## src/rtl/divider_issue_ctrl_if.sv

```systemverilog
// Operand-issue and result-return valid/ready handshakes of divider_issue_ctrl.
interface divider_issue_ctrl_if #(
    parameter int DATA_LEN = 32
);
    logic                in_valid;
    logic                in_ready;
    logic [DATA_LEN-1:0] in_a;
    logic [DATA_LEN-1:0] in_b;
    logic                out_valid;
    logic                out_ready;
    logic [DATA_LEN-1:0] out_data;
    logic                out_dz;

    modport master (
        output in_valid, in_a, in_b, out_ready,
        input  in_ready, out_valid, out_data, out_dz
    );

    modport slave (
        input  in_valid, in_a, in_b, out_ready,
        output in_ready, out_valid, out_data, out_dz
    );
endinterface

```

## src/rtl/divider_issue_ctrl.sv

```systemverilog
// Issue/retire controller for a fixed-latency pipelined divider with credit-gated result FIFO.
// Optional divide-by-zero sideband: define DIVIDER_DIVZERO_DETECT_EN.
module divider_issue_ctrl #(
    parameter int DATA_LEN       = 32,
    parameter int PIPELINE_STATE = 10,
    parameter int RES_DEPTH      = 16
) (
    input  logic                 clk,
    input  logic                 reset_n,
    input  logic                 flush,
    divider_issue_ctrl_if.slave  bus,
    output logic                 div_reset,
    output logic [DATA_LEN-1:0]  div_a,
    output logic [DATA_LEN-1:0]  div_b,
    input  logic [DATA_LEN-1:0]  div_result,
    output logic [31:0]          stat_issued,
    output logic [31:0]          stat_retired
);

    localparam int PTR_W = $clog2(RES_DEPTH);
    localparam int CNT_W = $clog2(RES_DEPTH + 1);
    localparam int INF_W = $clog2(PIPELINE_STATE + 1);
`ifdef DIVIDER_DIVZERO_DETECT_EN
    localparam int MEM_W = DATA_LEN + 1;
`else
    localparam int MEM_W = DATA_LEN;
`endif
    localparam logic [INF_W-1:0] RECOVER_LOAD = INF_W'(PIPELINE_STATE - 1);

    // state      | meaning
    // ST_RUN     | normal issue/retire
    // ST_FLUSH   | one cycle, divider held in reset
    // ST_RECOVER | PIPELINE_STATE cycles of no issue while the divider drains
    typedef enum logic [1:0] {
        ST_RUN     = 2'd0,
        ST_FLUSH   = 2'd1,
        ST_RECOVER = 2'd2
    } state_t;

    state_t                    state;
    state_t                    state_next;
    logic [INF_W-1:0]          recover_cnt;
    logic [INF_W-1:0]          recover_cnt_next;
    logic                      run;

    logic [PIPELINE_STATE-1:0] tag;
    logic [PIPELINE_STATE-1:0] tag_next;
    logic [INF_W-1:0]          inflight;
    logic [CNT_W-1:0]          fifo_count;
    logic [PTR_W-1:0]          wr_ptr;
    logic [PTR_W-1:0]          rd_ptr;
    logic [MEM_W-1:0]          mem [RES_DEPTH];
    logic [MEM_W-1:0]          wr_word;
    logic [MEM_W-1:0]          head;

    logic                      credit_ok;
    logic                      accept;
    logic                      pop;
    logic                      retire;
    logic                      push;

    always_ff @(posedge clk) begin
        if (!reset_n) begin
            state       <= ST_RUN;
            recover_cnt <= '0;
        end else begin
            state       <= state_next;
            recover_cnt <= recover_cnt_next;
        end
    end

    always_comb begin
        state_next       = state;
        recover_cnt_next = recover_cnt;
        run              = 1'b0;
        div_reset        = !reset_n;
        case (state)
            ST_RUN: begin
                run = 1'b1;
            end
            ST_FLUSH: begin
                div_reset        = 1'b1;
                state_next       = ST_RECOVER;
                recover_cnt_next = RECOVER_LOAD;
            end
            ST_RECOVER: begin
                if (recover_cnt == '0) begin
                    state_next = ST_RUN;
                end else begin
                    recover_cnt_next = recover_cnt - INF_W'(1);
                end
            end
            default: begin
                state_next = ST_RUN;
            end
        endcase
        if (flush) begin
            state_next = ST_FLUSH;
        end
    end

    // Every in-flight tag owns a FIFO slot, so a retiring result always finds space.
    assign credit_ok     = (32'(fifo_count) + 32'(inflight)) < 32'(RES_DEPTH);
    assign bus.in_ready  = reset_n & run & credit_ok;
    assign bus.out_valid = (fifo_count != '0);

    assign accept = bus.in_valid & bus.in_ready & ~flush;
    assign pop    = bus.out_valid & bus.out_ready & ~flush;
    assign retire = tag[PIPELINE_STATE-1];
    assign push   = retire & ~flush;

    always_comb begin
        tag_next    = tag << 1;
        tag_next[0] = accept;
    end

    assign head = mem[rd_ptr];

`ifdef DIVIDER_DIVZERO_DETECT_EN
    logic [PIPELINE_STATE-1:0] dz_tag;
    logic [PIPELINE_STATE-1:0] dz_tag_next;

    always_comb begin
        dz_tag_next    = dz_tag << 1;
        dz_tag_next[0] = accept & (bus.in_b == '0);
    end

    always_ff @(posedge clk) begin
        if (!reset_n || flush) begin
            dz_tag <= '0;
        end else begin
            dz_tag <= dz_tag_next;
        end
    end

    assign wr_word      = dz_tag[PIPELINE_STATE-1] ? {1'b1, {DATA_LEN{1'b1}}} : {1'b0, div_result};
    assign bus.out_data = bus.out_valid ? head[DATA_LEN-1:0] : '0;
    assign bus.out_dz   = bus.out_valid & head[DATA_LEN];
`else
    assign wr_word      = div_result;
    assign bus.out_data = bus.out_valid ? head : '0;
    assign bus.out_dz   = 1'b0;
`endif

    always_ff @(posedge clk) begin
        if (!reset_n) begin
            tag          <= '0;
            inflight     <= '0;
            fifo_count   <= '0;
            wr_ptr       <= '0;
            rd_ptr       <= '0;
            div_a        <= '0;
            div_b        <= '0;
            stat_issued  <= '0;
            stat_retired <= '0;
        end else begin
            div_a <= accept ? bus.in_a : '0;
            div_b <= accept ? bus.in_b : '0;
            if (flush) begin
                tag        <= '0;
                inflight   <= '0;
                fifo_count <= '0;
                wr_ptr     <= '0;
                rd_ptr     <= '0;
            end else begin
                tag <= tag_next;
                case ({accept, retire})
                    2'b10:   inflight <= inflight + INF_W'(1);
                    2'b01:   inflight <= inflight - INF_W'(1);
                    default: inflight <= inflight;
                endcase
                case ({push, pop})
                    2'b10:   fifo_count <= fifo_count + CNT_W'(1);
                    2'b01:   fifo_count <= fifo_count - CNT_W'(1);
                    default: fifo_count <= fifo_count;
                endcase
                if (push) begin
                    wr_ptr <= wr_ptr + PTR_W'(1);
                end
                if (pop) begin
                    rd_ptr <= rd_ptr + PTR_W'(1);
                end
            end
            if (accept) begin
                stat_issued <= stat_issued + 32'd1;
            end
            if (pop) begin
                stat_retired <= stat_retired + 32'd1;
            end
        end
    end

    always_ff @(posedge clk) begin
        if (reset_n && push) begin
            mem[wr_ptr] <= wr_word;
        end
    end

endmodule
```

## src/flat_wrapper.sv

```systemverilog
// flat-port wrapper written by rule: the top's interface ports become plain ports
module divider_issue_ctrl_flat 
#(
    parameter int DATA_LEN       = 32,
    parameter int PIPELINE_STATE = 10,
    parameter int RES_DEPTH      = 16
)
  (clk, reset_n, flush, div_reset, div_a, div_b, div_result, stat_issued, stat_retired, bus_in_valid, bus_in_a, bus_in_b, bus_out_ready, bus_in_ready, bus_out_valid, bus_out_data, bus_out_dz);
  divider_issue_ctrl_if #(.DATA_LEN(DATA_LEN)) bus_i ();
  input  logic clk;
  input  logic reset_n;
  input  logic flush;
  output logic div_reset;
  output logic [DATA_LEN-1:0] div_a;
  output logic [DATA_LEN-1:0] div_b;
  input  logic [DATA_LEN-1:0] div_result;
  output logic [31:0] stat_issued;
  output logic [31:0] stat_retired;
  input wire logic [$bits(bus_i.in_valid)-1:0] bus_in_valid;
  input wire logic [$bits(bus_i.in_a)-1:0] bus_in_a;
  input wire logic [$bits(bus_i.in_b)-1:0] bus_in_b;
  input wire logic [$bits(bus_i.out_ready)-1:0] bus_out_ready;
  output wire logic [$bits(bus_i.in_ready)-1:0] bus_in_ready;
  output wire logic [$bits(bus_i.out_valid)-1:0] bus_out_valid;
  output wire logic [$bits(bus_i.out_data)-1:0] bus_out_data;
  output wire logic [$bits(bus_i.out_dz)-1:0] bus_out_dz;
  assign bus_i.in_valid = bus_in_valid;
  assign bus_i.in_a = bus_in_a;
  assign bus_i.in_b = bus_in_b;
  assign bus_i.out_ready = bus_out_ready;
  assign bus_in_ready = bus_i.in_ready;
  assign bus_out_valid = bus_i.out_valid;
  assign bus_out_data = bus_i.out_data;
  assign bus_out_dz = bus_i.out_dz;
  divider_issue_ctrl #(.DATA_LEN(DATA_LEN), .PIPELINE_STATE(PIPELINE_STATE), .RES_DEPTH(RES_DEPTH)) u_core (.clk(clk), .reset_n(reset_n), .flush(flush), .bus(bus_i), .div_reset(div_reset), .div_a(div_a), .div_b(div_b), .div_result(div_result), .stat_issued(stat_issued), .stat_retired(stat_retired));
endmodule
```

## config.mk

```make
export PLATFORM = sky130hd
export DESIGN_NAME = divider_issue_ctrl_flat
export DESIGN_NICKNAME = d
export VERILOG_FILES = /design/src/rtl/divider_issue_ctrl_if.sv /design/src/rtl/divider_issue_ctrl.sv /design/src/flat_wrapper.sv
export SDC_FILE = /design/constraint.sdc
export NUM_CORES = 1
export LEC_CHECK = 0
export CORE_ASPECT_RATIO = 1.75
export CORE_UTILIZATION = 46
export DETAILED_ROUTE_END_ITERATION = 16
export HOLD_SLACK_MARGIN = 0.15
export PLACE_DENSITY = 0.71
export SYNTH_ARGS = -nofsm -noshare
export SYNTH_HDL_FRONTEND = slang
export SYNTH_SLANG_ARGS = --single-unit
```

## constraint.sdc

```tcl
create_clock -name clk -period 3.16 [get_ports clk]
set_clock_uncertainty 0.15 [all_clocks]
set_input_delay 0.632 -clock clk [delete_from_list [all_inputs] [get_ports clk]]
set_output_delay 0.632 -clock clk [all_outputs]
set_load 0.02 [all_outputs]
```

# Yosys cells after proc, flatten, opt, wreduce, memory -nomap -nowiden

Memories as Yosys holds them, arrays and structs flattened. A register that Yosys moved wholly into a read port is not among the register bits.
Cells that the tools add are included.

$add $sub $neg: 10
Multipliers: 0
Divide/modulo/power cells: 0
Order comparisons: 1
Equal/unequal tests: 10
Shift operators: 0
Multiplexer cells: 14
Bitwise operators: 10
Reductions and logical operators: 13

Operator list:

| operator                | number |
|---|---|
| $add A32 B1 Y32 const B | 2 |
| $lt A32 B5 Y1 const B   | 1 |
| $mux W32                | 1 |
| $pmux W4 S2             | 2 |
| $add A4 B1 Y4 const B   | 3 |
| $mux W4                 | 3 |
| $pmux W5 S2             | 1 |
| $reduce_and A2 Y1       | 4 |
| $sub A4 B1 Y4 const B   | 2 |
| $and A1 B1 Y1           | 7 |
| $add A5 B4 Y6           | 1 |
| $eq A2 B1 Y1 const B    | 3 |
| $eq A2 B2 Y1 const B    | 3 |
| $pmux W2 S3             | 1 |
| $reduce_bool A2 Y1      | 3 |
| $add A5 B1 Y5 const B   | 1 |
| $mux W1                 | 5 |
| $reduce_bool A5 Y1      | 1 |
| $sub A5 B1 Y5 const B   | 1 |
| $logic_not A4 Y1        | 1 |
| $ne A2 B2 Y1 const B    | 2 |
| $ne A3 B2 Y1 const B    | 1 |
| $not A1 Y1              | 3 |
| $logic_not A2 Y1        | 1 |
| 5 further kinds         | 5 |

Flip-flop bits (word level): 161
Bits in latches: 0
RAM bits: 512
Memory bits (read-only): 0
Logic and storage cells: 71
Memories kept: 1

Memories:

| memory     | depth | width | read ports | clocked after Yosys merged registers in | wr ports | RTL line                 | RTL |
|---|---|---|---|---|---|---|---|
| u_core.mem | 16    | 32    | 1          | 1                                       | 1        | divider_issue_ctrl.sv:52 | `logic [MEM_W-1:0] mem [RES_DEPTH];` |

# Logic depth before layout (Yosys ltp)

Gate-level depths: netlist of the first run.

Word-level depth: 8
Depth in mapped cells: 13
Mapped depth without buffers: 12

# Least setup slack after synthesis of the first run

Ideal clock, no wire load.

Path kind: flip-flop to flip-flop
Start point: register u_core.fifo_count[2]
End point: register u_core.inflight[3]
Library setup time: 0.071 ns
Arrival: 3.123 ns
Data required time: 2.939 ns
Path slack: -0.184 ns
Cell stages (with the launch flop): 14
Path buffers: 1
Period minus slack after synthesis: 3.344 ns
Cells stage by stage: dfxtp_1 > ha_1 > and4_2 > o21a_1 > nor3b_1 > clkbuf_1 > inv_1 > ha_1 > ha_1 > a21o_1 > a21oi_1 > xnor2_1 > or3_1 > a21oi_1

Longest elaborated chain between the ends: 7
Elaborated cells between the ends (all ways): 9
Those cells by class: 1 x add/sub; 1 x order compare; 2 x eq/ne; 1 x mux; 3 x bitwise; 1 x reduce/logical

Ends and longest elaborated chain:

| element                                           | RTL line                  | RTL |
|---|---|---|
| start, declared                                   | divider_issue_ctrl.sv:49  | `logic [CNT_W-1:0] fifo_count;` |
| start signal, assigned                            | divider_issue_ctrl.sv:173 | `2'b10: fifo_count <= fifo_count + CNT_W'(1);` |
| start signal, assigned                            | divider_issue_ctrl.sv:174 | `2'b01: fifo_count <= fifo_count - CNT_W'(1);` |
| start signal, assigned                            | divider_issue_ctrl.sv:175 | `default: fifo_count <= fifo_count;` |
| $add A5 B4 Y6 (*)                                 | divider_issue_ctrl.sv:103 | `assign credit_ok = (32'(fifo_count) + 32'(inflight)) < 32'(RES_DEPTH);` |
| $lt A32 B5 Y1 (*)                                 | divider_issue_ctrl.sv:103 |  |
| $and A1 B1 Y1 (*)                                 | divider_issue_ctrl.sv:104 | `assign bus.in_ready = reset_n & run & credit_ok;` |
| $and A1 B1 Y1 (*) (2 in series)                   | divider_issue_ctrl.sv:107 | `assign accept = bus.in_valid & bus.in_ready & ~flush;` |
| $eq A2 B1 Y1 or $eq A2 B2 Y1 (tied branches)      | divider_issue_ctrl.sv:167 | `case ({accept, retire})` |
| $pmux W4 S2 or $reduce_bool A2 Y1 (tied branches) | n/a                       |  |
| end signal, assigned                              | divider_issue_ctrl.sv:168 | `2'b10: inflight <= inflight + INF_W'(1);` |
| end signal, assigned                              | divider_issue_ctrl.sv:169 | `2'b01: inflight <= inflight - INF_W'(1);` |
| end signal, assigned                              | divider_issue_ctrl.sv:170 | `default: inflight <= inflight;` |
| end, declared                                     | divider_issue_ctrl.sv:48  | `logic [INF_W-1:0] inflight;` |

Every way passes the cells marked *; elsewhere a longest branch is shown, timed or not.
A chain may end at the register's enable or synchronous reset.

==> impl_summary.txt, run 1 <==
----------------------------------------------------
[Run status]
  Outcome ... complete, but fails checks
  Violations in the final reports ... setup timing

[Global routing]
  Routing usage on met2 ... 40.50%
  Wire length of the first global-routing pass ... 92810 um
  Global-route usage over all layers ... 21.79%
  Busiest grt layer ... met2
  GRT overflow ... 0
  Met3 usage ... 4.609%
  Met1 routing resource usage after global routing ... 24.98%
  Largest net degree at the start of global routing ... 70
  Antenna violations before repair ... 5
  Number of global-route vias before repair ... 15.29k

[Routing]
  1st-iter DRT viols ... 1125
  Routed vias/inst ... 5.632
  DRC viols ... 0
  DR pass1 iterations ... 5
  Via count of the routed design ... 14.56k
  Final routed wirelength across all metal layers ... 61780 um
  Post-DR wirelength/cell ... 23.90 um
  Count of antenna-violating nets left after detailed routing ... 0

[Die]
  # IOs ... 265
  Initial Util ... 46.59%
  Die Width ... 181.0 um
  Area of the die ... 57040 um2
  Row Count ... 114
  Overall die height ... 315.2 um
  Placeable core area ... 55340 um2

[Worst setup path]
  Largest delay share family, worst path ... multiplexers
  R2R Path Start ... u_core.fifo_count[2]
  Critical path endpoint category ... primary output
  Delay of the slowest critical-path stage ... 0.51 ns
  Sort of element at the start of the critical path ... flip-flop
  Required time at the worst-slack endpoint ... 2.38 ns
  Worst-path cell with the longest stage delay ... sky130_fd_sc_hd__mux4_2
  Critical path buffers and inverters ... 4
  Largest fanout on the critical path ... 8
  Data arrival time of the critical path ... 2.42 ns
  Crit-path most repeated cell ... sky130_fd_sc_hd__buf_12
  Critical path class ... flip-flop to primary output
  Internal reg-to-reg setup slack ... 0.12 ns
  List of cells traversed by the critical path ... buf_12 > buf_16 > buf_12 > mux4_2 > mux2i_2 > o22ai_1 > buf_2

[Synthesis]
  Fraction of registers with async set/reset ... 0%
  Number of nets in the synthesized netlist ... 1601
  Flops & latches, synth ... 677
  Post-synthesis average cell area ... 17.42 um2
  Most common library cells after synthesis ... 512 x sky130_fd_sc_hd__edfxtp_1, 165 x sky130_fd_sc_hd__dfxtp_1, 128 x sky130_fd_sc_hd__mux4_2, 92 x sky130_fd_sc_hd__nor2_1, 78 x sky130_fd_sc_hd__and2_1
  Seq/Total Area, Yosys ... 72.44%
  Post-synthesis instance total ... 1480
  Cell taking the most area after synthesis ... sky130_fd_sc_hd__edfxtp_1
  Yosys warning count ... 0
  Yosys top cell area share ... 59.63%
  Combined area of all synthesized cells ... 25780 um2
  Top FF cell, synth ... sky130_fd_sc_hd__edfxtp_1
  Distinct cell type count of the synthesized netlist ... 55
  Most repeated cell in the gate-level netlist after synthesis ... sky130_fd_sc_hd__edfxtp_1
  Top cells by area, synth ... sky130_fd_sc_hd__edfxtp_1 60%, sky130_fd_sc_hd__dfxtp_1 13%, sky130_fd_sc_hd__mux4_2 11%, sky130_fd_sc_hd__mux2i_1 2.7%, sky130_fd_sc_hd__and2_1 1.9%
  EDFF count, synth ... 512

[Place]
  Placed insts ... 2450
  Gp weighted congestion ... 0.8310
  DPL Wire Length ... 36520 um
  Dpl cell area ... 30100 um2
  Placement Setup Slack ... -0.1471 ns
  Number of I/O port buffers ... 263

[Power]
  P_leak ... 0.01040 uW
  Power per cell area ... 515.9 nW/um2
  Worst VDD drop ... 424.4 uV

[Min path]
  Worst Hold Launch ... u_core.tag[0]
  Hold Path Class ... flip-flop to flip-flop

[Timing]
  Pins over their slew limit ... 0
  Final setup violation count ... 11
  Final number of hold-violating endpoints ... 0
  Final worst path period need ... 3.207 ns
  Worst-case headroom to the max-slew limit ... 42.60%
  Fraction of the cycle the final worst path needs ... 101.5%
  F_max ... 0.3118 GHz
  RSZ-0062 raised after global routing ... yes
  Worst-margin pin slew ... 0.8503 ns
  Final critical-path setup slack ... -0.04688 ns
  Worst hold slack after final layout ... 0.2773 ns

[Clock tree]
  TritonCTS Buffers ... 57
  Cell at the root of the clock tree ... sky130_fd_sc_hd__clkbuf_16
  Deepest level of the CTS H-tree ... 2
  Worst-skew pair later-pin latency ... 0.60 ns
  Sinks on Clock Net ... 677
  Maximum root-to-sink buffer count ... 3
  TritonCTS clock tree ... done
  Clock Pin Slew Worst Setup and Hold Paths ... 0.07 ns

[Layout]
  Finished Cell Area ... 32720 um2
  Number of nets in the layout ... 1964
  Post-route insts no fill ... 2585
  Final Core Density ... 59.12%
  Layout cells sized above 1 ... 22.68%
  P&R area growth vs syn ... 26.90%

[Run]
  Number of maximum-capacitance constraint violations ... 0

----------------------------------------------------
## layout by cell type, fill, tap and decap left out, types with 16 or more instances in the layout
cell | synthesis | routed
sky130_fd_sc_hd__edfxtp_1 | 512 | 512
sky130_fd_sc_hd__clkdlybuf4s50_1 | 0 | 230
sky130_fd_sc_hd__dfxtp_1 | 165 | 160
sky130_fd_sc_hd__mux4_2 | 128 | 128
sky130_fd_sc_hd__and2_1 | 78 | 78
sky130_fd_sc_hd__nor2_1 | 92 | 76
sky130_fd_sc_hd__buf_4 | 1 | 67
sky130_fd_sc_hd__clkbuf_16 | 0 | 57
sky130_fd_sc_hd__mux2i_1 | 70 | 41
sky130_fd_sc_hd__xnor2_1 | 39 | 39
sky130_fd_sc_hd__nand2_1 | 37 | 35
sky130_fd_sc_hd__buf_12 | 0 | 30
sky130_fd_sc_hd__inv_1 | 29 | 29
sky130_fd_sc_hd__o22ai_1 | 32 | 26
sky130_fd_sc_hd__a21oi_1 | 26 | 25
sky130_fd_sc_hd__nand3_1 | 24 | 23
sky130_fd_sc_hd__nor4_1 | 21 | 20
sky130_fd_sc_hd__nand4_1 | 19 | 19
sky130_fd_sc_hd__ha_1 | 18 | 18
sky130_fd_sc_hd__nor3_1 | 16 | 16
sky130_fd_sc_hd__mux2i_4 | 0 | 16
sky130_fd_sc_hd__nor2_4 | 0 | 16
## kinds of logic after synthesis
logic type	count (synthesis)	share of synthesized area, %
multiplexers	198	13.90
XOR/XNOR	53	1.800
adder cells (fa/ha/maj)	20	1.029
buffers and inverters	96	1.446
AND/OR/NAND/NOR	340	7.129
other	1	0.01454
AO/OA/AOI/OAI	95	2.242
flip-flops	677	72.44
## path summary, 6_finish.rpt
kind              cells after the start                 end
setup / recovery                      7     bus_out_data[2]
hold / removal                        1       u_core.tag[1]
setup reg to reg                     12  u_core.inflight[3]
hold reg to reg                       1       u_core.tag[1]
## what timing repair did
item	4_1_cts	5_1_grt
resized for setup	220	29
endpoints found under the setup margin	34	34
buffers inserted	17	8
pin swaps	12	4
hold buffers	0	0
gates cloned	12	0
## area by class of cell
type                    instances  area, um2
multi-input cells             707       7191
clock buffers                  67       1484
clock inverters                36      331.6
flip-flops and latches        677      18690
diodes                          2      5.005
fillers                      4051      22620
repair buffers                370       4034
well taps                     696      870.8
inverters                      30      112.6
## where the power goes
group | leakage, uW | internal (uW) | switching, uW
Clock | 0.000885 | 3840 | 3090
Sequential | 0.00594 | 9570 | 11.2
Combinational | 0.00358 | 173 | 195
Total | 0.0104 | 13600 | 3300
## through the flow
step           setup TNS, ns  power [uW]
4_1_cts               -2.137       17040
3_5_place_dp         -0.3738       10140
5_1_grt               -2.003       17370
2_1_floorplan         -27.83        9862
6_report             -0.2927       16880
3_3_place_gp         -0.2910       10120
## per-layer routing
metal  vias up  share of wire [%]
met3       100                7.2
met1      7342                 37
met5         -              0.065
met2       623                 54
met4         6                2.5
li1       6489                  -
## flip-flops by register name, summed over array words and instances, names as in the netlist, named ones only
name / flops
u_core.mem: 512
u_core.div_a: 32
u_core.div_b: 32
u_core.stat_issued: 32
u_core.stat_retired: 32
u_core.tag: 10
u_core.fifo_count: 5
u_core.inflight: 4
u_core.rd_ptr: 4
u_core.recover_cnt: 4
u_core.wr_ptr: 4
u_core.state: 2
No activity file was read; power rests on OpenSTA's default activity.
==> run 2: changes to the inputs <==
--- a/config.mk
+++ b/config.mk
@@ -5,6 +5,7 @@
 export SDC_FILE = /design/constraint.sdc
 export NUM_CORES = 1
 export LEC_CHECK = 0
+export ABC_CLOCK_PERIOD_IN_PS = 3160
 export CORE_ASPECT_RATIO = 1.75
 export CORE_UTILIZATION = 46
 export DETAILED_ROUTE_END_ITERATION = 16
==> results of run 2 <==
The final DEF is identical to that of run 1; final timing and power are the same.
==> run 3: changes to the inputs <==
--- a/config.mk
+++ b/config.mk
@@ -5,12 +5,12 @@
 export SDC_FILE = /design/constraint.sdc
 export NUM_CORES = 1
 export LEC_CHECK = 0
-export ABC_CLOCK_PERIOD_IN_PS = 3160
+export ABC_CLOCK_PERIOD_IN_PS = 3600
 export CORE_ASPECT_RATIO = 1.75
 export CORE_UTILIZATION = 46
 export DETAILED_ROUTE_END_ITERATION = 16
 export HOLD_SLACK_MARGIN = 0.15
-export PLACE_DENSITY = 0.71
+export PLACE_DENSITY = 0.69
 export SYNTH_ARGS = -nofsm -noshare
 export SYNTH_HDL_FRONTEND = slang
 export SYNTH_SLANG_ARGS = --single-unit
==> constraint.sdc (replaced) <==
create_clock -name clk -period 3.6 [get_ports clk]
set_clock_uncertainty 0.15 [all_clocks]
set_input_delay 0.72 -clock clk [delete_from_list [all_inputs] [get_ports clk]]
set_output_delay 0.72 -clock clk [all_outputs]
set_load 0.02 [all_outputs]
==> run 3 against run 2 <==
Against the previous run: the flow now finishes without violations; critical path depth is 1 lower; cell area shrank 2.4%; sequential cell count is the same; routed wire length down 4.9%; first-iteration DRC count fell by 4.5%; die area unchanged; via count down 1.8%; setup slack better by 0.16 ns; power fell by 10%; critical path type unchanged; highest routed layer is now met4.
==> impl_summary.txt, run 3 (synthesis results as in run 1) <==
----------------------------------------------------
[Run status]
  Outcome ... complete, no violations

[Timing]
  Final setup violation count ... 0 (-11)
  Fraction of the cycle the final worst path needs ... 96.83%
  Worst-case headroom to the max-slew limit ... 44.96% (+2.4 points)
  F_max ... 0.2869 GHz
  Final worst path period need ... 3.486 ns
  Sum Neg Setup Slack ... 0 ns (+0.2927 ns)
  Worst-margin pin slew ... 0.8152 ns (-0.03509 ns)
  Pins over their slew limit ... 0 (unchanged)
  RSZ-0062 raised after global routing ... no
  Final number of hold-violating endpoints ... 0 (unchanged)

[Layout]
  Layout cells sized above 1 ... 17.88% (-4.8 points)
  P&R area growth vs syn ... 23.86%
  Largest register FFs ... 512 (unchanged)
  Most used cells in the layout excluding fill and tap cells ... 512 x sky130_fd_sc_hd__edfxtp_1, 230 x sky130_fd_sc_hd__clkdlybuf4s50_1, 161 x sky130_fd_sc_hd__dfxtp_1
  Most common cell after layout, fill and taps aside ... sky130_fd_sc_hd__edfxtp_1
  Most flops, register ... u_core.mem
  Number of nets in the layout ... 1935 (-1.5%)
  Post-route insts no fill ... 2560 (-0.97%)

[Worst setup path]
  R2R Path Start ... u_core.fifo_count[2]
  Required time at the worst-slack endpoint ... 2.73 ns (+0.35 ns)
  Internal reg-to-reg setup slack ... 0.53 ns (+0.41 ns)
  Largest fanout on the critical path ... 19 (+11)
  Critical path class ... flip-flop to primary output
  Cell depth of the worst flop-to-flop path ... 12 (unchanged)
  Endpoint of the worst register-to-register path ... u_core.inflight[3]
  Sort of element at the start of the critical path ... flip-flop
  Data arrival time of the critical path ... 2.62 ns (+0.20 ns)
  Critical path endpoint category ... primary output

[Power]
  Seq pwr share ... 55.6% (-1.1 points)
  Cell Int Power ... 12150 uW (-11%)
  Logic gate share of total power ... 2.1% (about the same)
  Power per cell area ... 473.2 nW/um2 (-8.3%)
  Worst VDD drop ... 410.0 uV (-3.4%)
  Switching portion of total power ... 19.61% (+0.063 points)
  P_leak ... 0.01024 uW (-1.6%)
  Fraction of power consumed by the clock network ... 42.3% (+1.2 points)
  Sw Pwr ... 2964 uW (-10%)

[Die]
  Overall die height ... 315.2 um (unchanged)
  # IOs ... 265 (unchanged)
  Placeable core area ... 55340 um2 (unchanged)
  Area of the die ... 57040 um2 (unchanged)
  Die Width ... 181.0 um (unchanged)
  Row Count ... 114 (unchanged)
  Initial Util ... 46.59% (unchanged)

[Clock tree]
  TritonCTS Buffers ... 59 (+3.5%)
  TritonCTS clock tree ... done
  Maximum root-to-sink buffer count ... 3 (unchanged)
  Worst-skew pair later-pin latency ... 0.61 ns (about the same)
  Hold buffer count at cts ... 0 (unchanged)
  Cell at the root of the clock tree ... sky130_fd_sc_hd__clkbuf_16
  Clock Pin Slew Worst Setup and Hold Paths ... 0.07 ns (about the same)
  Deepest level of the CTS H-tree ... 2 (unchanged)
  Sinks on Clock Net ... 677 (unchanged)

[Routing]
  Routed vias/inst ... 5.587 (-0.81%)
  1st-iter DRT viols ... 1074 (-4.5%)
  DRC viols ... 0 (unchanged)
  Post-DR wirelength/cell ... 22.96 um (-3.9%)
  Via count of the routed design ... 14.30k (-1.8%)
  Count of antenna-violating nets left after detailed routing ... 0 (unchanged)
  DR pass1 iterations ... 7 (+2)
  Final routed wirelength across all metal layers ... 58780 um (-4.9%)

[Min path]
  Hold Crit Depth ... 1 (unchanged)
  Hold Path Class ... flip-flop to flip-flop
  Worst Hold Launch ... u_core.tag[7]
  End of the worst hold path ... u_core.tag[8]

[Global routing]
  Global-route usage over all layers ... 20.79% (-0.99 points)
  Largest net degree at the start of global routing ... 70 (unchanged)
  Number of global-route vias before repair ... 15.07k (-1.5%)
  Wire length of the first global-routing pass ... 89550 um (-3.5%)
  Antenna violations before repair ... 2 (-3)
  GRT overflow ... 0 (unchanged)

[Place]
  Gp weighted congestion ... 0.8290 (-0.24%)
  Placed insts ... 2439 (-0.45%)
  Number of I/O port buffers ... 263 (unchanged)
  DPL Wire Length ... 36420 um (-0.29%)

[Run]
  Number of maximum-capacitance constraint violations ... 0 (unchanged)

----------------------------------------------------
[run 3: cell types whose count changed in the layout (fill, tap and decap cells not counted), moves of 8 or more]
cell,previous run,this run
sky130_fd_sc_hd__mux2i_2,13,4
sky130_fd_sc_hd__buf_2,12,0
sky130_fd_sc_hd__buf_12,30,13
sky130_fd_sc_hd__buf_6,10,2
sky130_fd_sc_hd__dlygate4sd2_1,0,31
sky130_fd_sc_hd__mux2i_4,16,0
sky130_fd_sc_hd__buf_16,11,2
sky130_fd_sc_hd__mux2i_1,41,66
sky130_fd_sc_hd__buf_4,67,58
[run 3: through the flow]
step                utilization (%)  setup WS (ns)  hold slack, ns  total power [uW]  cell area [um2]
global route                  57.70        0.01157          0.2914             15540            31930
global placement              53.92         0.2131          0.2629              8879            29840
finish                        57.70         0.1141          0.2813             15110            31930
floorplan                         -         0.2389          0.2557              8656            25780
CTS                           57.68      0.0009308          0.2859             15230            31920
detailed placement            53.92         0.1054          0.2633              8891            29840
[run 3: how the worst max path moves through the flow]
stage | to | slack (ns) | cells past startpoint
4_1_cts | bus_out_data[1] | 0.0009 | 6
5_1_grt | bus_out_data[17] | 0.01 | 6
3_3_place_gp | u_core.inflight[3] | 0.21 | 12
2_1_floorplan | u_core.mem[14][0] | 0.24 | 5
6_report | bus_out_data[26] | 0.11 | 6
3_5_place_dp | u_core.fifo_count[4] | 0.11 | 11
[run 3: power by group through the flow]
stage                     Sequential [uW]  Clock (uW)  Combinational, uW
after global placement               8580           0                302
final                                8410        6390                312
after floorplan                      8600           0               54.2
after detailed placement             8580           0                313
after CTS                            8410        6510                314
after global routing                 8400        6800                337
[run 3: final cells by class]
| type | instances | area, um2 |
|---|---|---|
| fillers | 4179 | 23410 |
| flip-flops and latches | 677 | 18690 |
| multi-input cells | 707 | 6899 |
| repair buffers | 339 | 3405 |
| clock buffers | 72 | 1609 |
| well taps | 696 | 870.8 |
| clock inverters | 37 | 342.8 |
| inverters | 30 | 112.6 |
| diodes | 2 | 5.005 |
[run 3: per-layer routing]
| layer | vias up | GRT usage, % | wire length (um) |
|---|---|---|---|
| li1 | 6422 | - | - |
| met1 | 7271 | 23.97 | 21810 |
| met2 | 516 | 38.90 | 31750 |
| met3 | 93 | 4.193 | 3804 |
| met4 | 0 | 5.740 | 1411 |
| met5 | - | 0 | 0 |
[run 3: what timing repair did]
action / 4_1_cts / 5_1_grt
cloned: 1 / 0
setup endpoints to repair: 33 / 2
buffers inserted: 9 / 0
resized for setup: 45 / 2
[run 3: worst max-delay path, cell delays in order (launching register included)]
cell	delay, ns
sky130_fd_sc_hd__dfxtp_4	0.37
sky130_fd_sc_hd__buf_12	0.15
sky130_fd_sc_hd__buf_12	0.20
sky130_fd_sc_hd__mux4_2	0.54
sky130_fd_sc_hd__mux2i_2	0.22
sky130_fd_sc_hd__o22ai_1	0.17
sky130_fd_sc_hd__dlygate4sd2_1	0.36
